File: config.mk
export PLATFORM = sky130hd
export DESIGN_NAME = serial_adder
export DESIGN_NICKNAME = d
export VERILOG_FILES = /design/src/rtl/serial_adder_pkg.sv /design/src/rtl/serial_adder_full_adder.sv /design/src/rtl/serial_adder.sv
export SDC_FILE = /design/constraint.sdc
export NUM_CORES = 1
export LEC_CHECK = 0
export CORE_MARGIN = 1.5
export CORE_UTILIZATION = 40
export CTS_BUF_LIST = sky130_fd_sc_hd__clkbuf_4 sky130_fd_sc_hd__clkbuf_8
export DETAILED_ROUTE_END_ITERATION = 12
export PLACE_DENSITY = 0.61
export REMOVE_ABC_BUFFERS = 1
export SYNTH_ARGS = -nofsm -noshare
export SYNTH_HDL_FRONTEND = slang
export SYNTH_SLANG_ARGS = --single-unit
File: constraint.sdc
create_clock -name clk -period 1.63 [get_ports clk]
set_input_delay 0.4075 -clock clk [delete_from_list [all_inputs] [get_ports clk]]
set_output_delay 0.4075 -clock clk [all_outputs]
set_load 0.005 [all_outputs]
File: src/rtl/serial_adder_pkg.sv
// Shared definitions for the bit-serial adder: FSM state type and the
// constant clog2 helper used to size the bit counter.
package serial_adder_pkg;

   typedef enum logic [1:0] {
      S_IDLE = 2'd0,
      S_RUN  = 2'd1,
      S_DONE = 2'd2
   } state_t;

   // Ceiling log2 for elaboration-time sizing; clog2(1) returns 0.
   function automatic int unsigned clog2(input int unsigned v);
      int unsigned r;
      r = 0;
      for (int unsigned x = v - 1; x > 0; x = x >> 1) begin
         r = r + 1;
      end
      return r;
   endfunction

endpackage

File: src/rtl/serial_adder_full_adder.sv
// Single-bit full adder cell: s = a ^ b ^ ci, co = majority(a, b, ci).
module full_adder (
   input  logic a,
   input  logic b,
   input  logic ci,
   output logic s,
   output logic co
);

   assign s  = a ^ b ^ ci;
   assign co = (a & b) | (ci & (a ^ b));

endmodule

File: src/rtl/serial_adder.sv
// Bit-serial adder: accepts {a, b, c_in} through a valid/ready handshake,
// adds one bit pair per clock LSB first through a full_adder cell with the
// carry recirculated through a flop, then presents {c_out, sum} through a
// valid/ready handshake.
module serial_adder
   import serial_adder_pkg::*;
#(
   parameter int unsigned WIDTH = 8
) (
   input  logic             clk,
   input  logic             rst_n,
   input  logic             in_valid,
   output logic             in_ready,
   input  logic [WIDTH-1:0] a,
   input  logic [WIDTH-1:0] b,
   input  logic             c_in,
   output logic             out_valid,
   input  logic             out_ready,
   output logic [WIDTH-1:0] sum,
   output logic             c_out,
   output logic             busy
);

   localparam int unsigned   CW   = clog2(WIDTH);
   localparam logic [CW-1:0] LAST = CW'(WIDTH - 1);

   state_t           state;
   state_t           state_nxt;
   logic [WIDTH-1:0] a_sh;
   logic [WIDTH-1:0] b_sh;
   logic [WIDTH-1:0] sum_sh;
   logic             carry;
   logic [CW-1:0]    count;
   logic             fa_s;
   logic             fa_co;
   logic             last_bit;

   assign last_bit = (count == LAST);

   full_adder u_fa (
      .a  (a_sh[0]),
      .b  (b_sh[0]),
      .ci (carry),
      .s  (fa_s),
      .co (fa_co)
   );

   // State register.
   always_ff @(posedge clk or negedge rst_n) begin
      if (!rst_n) begin
         state <= S_IDLE;
      end else begin
         state <= state_nxt;
      end
   end

   // Next-state logic; the unused encoding falls back to IDLE.
   always_comb begin
      state_nxt = state;
      case (state)
         S_IDLE:  if (in_valid)  state_nxt = S_RUN;
         S_RUN:   if (last_bit)  state_nxt = S_DONE;
         S_DONE:  if (out_ready) state_nxt = S_IDLE;
         default: state_nxt = S_IDLE;
      endcase
   end

   // Handshake and status outputs decoded from the state.
   always_comb begin
      in_ready  = 1'b0;
      out_valid = 1'b0;
      busy      = 1'b0;
      case (state)
         S_IDLE:  in_ready  = 1'b1;
         S_RUN:   busy      = 1'b1;
         S_DONE:  begin
            out_valid = 1'b1;
            busy      = 1'b1;
         end
         default: ;
      endcase
   end

   // Operand shifters, carry flop, bit counter and result registers.
   // The counter returns to 0 on the last bit so it never exceeds WIDTH-1.
   always_ff @(posedge clk or negedge rst_n) begin
      if (!rst_n) begin
         a_sh   <= '0;
         b_sh   <= '0;
         sum_sh <= '0;
         carry  <= 1'b0;
         count  <= '0;
         sum    <= '0;
         c_out  <= 1'b0;
      end else begin
         case (state)
            S_IDLE: begin
               if (in_valid) begin
                  a_sh  <= a;
                  b_sh  <= b;
                  carry <= c_in;
                  count <= '0;
               end
            end
            S_RUN: begin
               a_sh   <= a_sh >> 1;
               b_sh   <= b_sh >> 1;
               sum_sh <= {fa_s, sum_sh[WIDTH-1:1]};
               carry  <= fa_co;
               if (last_bit) begin
                  sum   <= {fa_s, sum_sh[WIDTH-1:1]};
                  c_out <= fa_co;
                  count <= '0;
               end else begin
                  count <= count + CW'(1);
               end
            end
            default: ;
         endcase
      end
   end

endmodule

==> impl_metrics.ini <==
[timing]
finClkSkew_ps = 6.20
worstMarginPinSlew_ps = 532
fin_setup_tns_ps = 0
rsz0062_at_grt = false
slew_headroom = 0.645
hold_viol = 0
finalCriticalPeriod_ps = 1550
slew_violations = 0
setup_viol = 0
period_share = 0.950
fmax_ghz = 0.646

[power_and_ir_drop]
powerDensity_nw_per_um2 = 1880
clkPwrFrac = 0.143
p_total_w = 0.00438
ir_drop_uv = 1090
share_comb_of_total_power = 0.493
p_leak_nw = 1.07
seqPwrFrac = 0.364
p_sw_w = 0.00143
p_int_w = 0.00295
p_sw_frac = 0.327

[clocking]
cts_tree = yes
cts.reportedPaths.clkPinSlew_ps = 70
clk_latency_ps = 290
cts_root_buf = clkbuf_8
h-tree-depth = 2
cts_made_buffers = 5
clock-sinks = 38
clock_path_buffers = 2

[worst_setup_path]
worst-path-stages = 3
cp_top_family = flip-flops
startpoint_type = register
crit_type = reg -> out
path_max_fanout = 3
crit_path_max_incr_delay_ps = 390
crit_arrival_ps = 1140
ff2ff_setup_slack_ps = 100
cp_data_required_time_ps = 1220
reg2regPathDepth = 7
cpMaxStageDelayCell = dfrtp_1
cp-end-kind = output pin
critical_path_buf_inv_count = 2
crit_chain = inv_2 -> ha_2 -> clkdlybuf4s15_1

[logic_synthesis]
synth_edf_count = 0
yosys_register_bits = 38
ys_seq_area_frac = 0.563
avgSynthCellArea_sq_um = 12.8
synthCells = 132
synthFlopType = dfrtp_1
yosysWarnings = 0
syn_area_sq_um = 1690
yosysUniqueCellTypes = 17
async_flop_share = 1.00

[global_route]
grt_usage = 0.151
grt_antenna_before_repair = 0
grt_max_degree = 35
grt_pass1_wl_mm = 5.06
grt-ovfl-total = 0
grt_pass1_vias = 1125

[cells_and_area]
fin_area_sq_um = 2320
final_layout_size_suffix_gt1_frac = 0.297
layout.cells.non_filler = 232
area_growth_pct = 37.6
layout.nets = 210
antennaDiodeCount = 0
n_fill_cell = 343

[detailed_routing]
antenna_left = 0
vias_per_cell = 5.00
drt_pass1_iterations = 4
drtIter0Drc = 26
routed-via-count = 1161
drc = 0
wl_per_cell_um = 14.1
drt-total-wl_mm = 3.27

[placement]
port_buffers = 32
place_area_sq_um = 2120
dp_cells = 216
dp_hpwl_mm = 2.30
gp_congestion = 0.723

[hold_path]
min_path_type = in -> async

[floorplan]
core_sq_um = 4030
die-area_sq_um = 4620
die_h_um = 68.0
io_pins = 33
die_x_um = 68.0
rows = 23
initial_utilization = 0.419

[status]
outcome = completed

[run]
drv_cap = 0
==> layout by cell type (no fill, tap or decap), drive strengths merged <==
master,n
o21ai,17
dfrtp,38
clkdlybuf4s15,1
ha,6
nor2,1
clkbuf,11
inv,4
buf,16
nand2,20
mux2,18
nand2b,1
mux2i,16
clkdlybuf4s50,28
a32o,3
fa,1
o221ai,1
==> path summary, 6_finish.rpt <==
kind / start / end
min reg2reg: b_sh[2]$_DFFE_PN0P_ / b_sh[2]$_DFFE_PN0P_
min in group clk: b_sh[2]$_DFFE_PN0P_ / b_sh[2]$_DFFE_PN0P_
max in group asynchronous: rst_n / sum_sh[6]$_DFFE_PN0N_
max: state[1]$_DFFE_PN0P_ / in_ready
min: rst_n / b_sh[2]$_DFFE_PN0P_
max reg2reg: state[1]$_DFFE_PN0P_ / b_sh[7]$_DFFE_PN0P_
==> routing by layer <==
| layer | up-vias | global-route usage | wire length [um] |
|---|---|---|---|
| met3 | 4 | 0.0411 | 164 |
| met4 | 0 | 0.0750 | 30 |
| li1 | 563 | - | - |
| met2 | 31 | 0.258 | 1660 |
| met5 | - | 0 | 0 |
| met1 | 563 | 0.174 | 1410 |
==> state kept, by name (all words and copies together) (netlist names) <==
signal / flops
a_sh: 8
b_sh: 8
carry: 1
count: 3
sum: 8
state: 2
c_out: 1
sum_sh: 7
==> cells in the mapped netlist (2+ instances only) <==
library cell,count,share of area
buf_4,2,0.0089
mux2_2,18,0.12
nand2_1,19,0.042
ha_1,6,0.044
dfrtp_1,38,0.56
mux2i_1,15,0.089
o21ai_0,4,0.012
inv_1,4,0.0089
buf_2,4,0.012
o21ai_1,13,0.039
a32o_1,3,0.018
==> through the flow <==
| stage | worst slack (ps) | hold slack [ps] | util |
|---|---|---|---|
| 2_1_floorplan | -663 | 112 | - |
| 3_3_place_gp | 28.7 | 410 | 0.525 |
| 3_5_place_dp | -18.2 | 423 | 0.525 |
| 4_1_cts | -20.1 | 114 | 0.552 |
| 5_1_grt | 4.48 | 136 | 0.577 |
| 6_report | 81.2 | 91.7 | 0.577 |
==> worst reg2reg max path, delay by kind of cell (launching register included) <==
kind	cells	cell delay (ps)
adder cells (fa/ha/maj)	1	180
multiplexers	1	240
buffers and inverters	4	520
AO/OA/AOI/OAI	1	90
flip-flops	1	390
==> cell type report <==
cell class | instances | area (sq um) | area share
clock buffer | 7 | 83.8 | 0.0361
multi-input combinational | 84 | 703 | 0.302
inverter | 4 | 15.0 | 0.00646
sequential | 38 | 951 | 0.409
timing repair buffer | 49 | 509 | 0.219
tap | 50 | 62.6 | 0.0269
==> logic make-up after synthesis <==
group	after synthesis	share of synthesized area
multiplexers	34	0.222
adder cells (fa/ha/maj)	7	0.0563
AO/OA/AOI/OAI	21	0.0770
AND/OR/NAND/NOR	22	0.0519
flip-flops	38	0.563
buffers and inverters	10	0.0296
==> what timing repair did <==
item / CTS / global route
hold buffers: 0 / 0
setup buffers: 2 / 4
endpoints found under the setup margin: 3 / 16
pin swaps: 0 / 1
gates resized for setup: 9 / 6
cloned: 0 / 3
==> power by group through the flow <==
stage	logic (W)	registers (W)	clock network, W
2_1_floorplan	0.00113	0.00155	0
3_3_place_gp	0.00173	0.00159	0
3_5_place_dp	0.00181	0.00162	0
4_1_cts	0.00185	0.00159	0.000644
5_1_grt	0.00238	0.00165	0.000688
6_report	0.00216	0.00159	0.000626
Power figures use the tool's default switching activity.
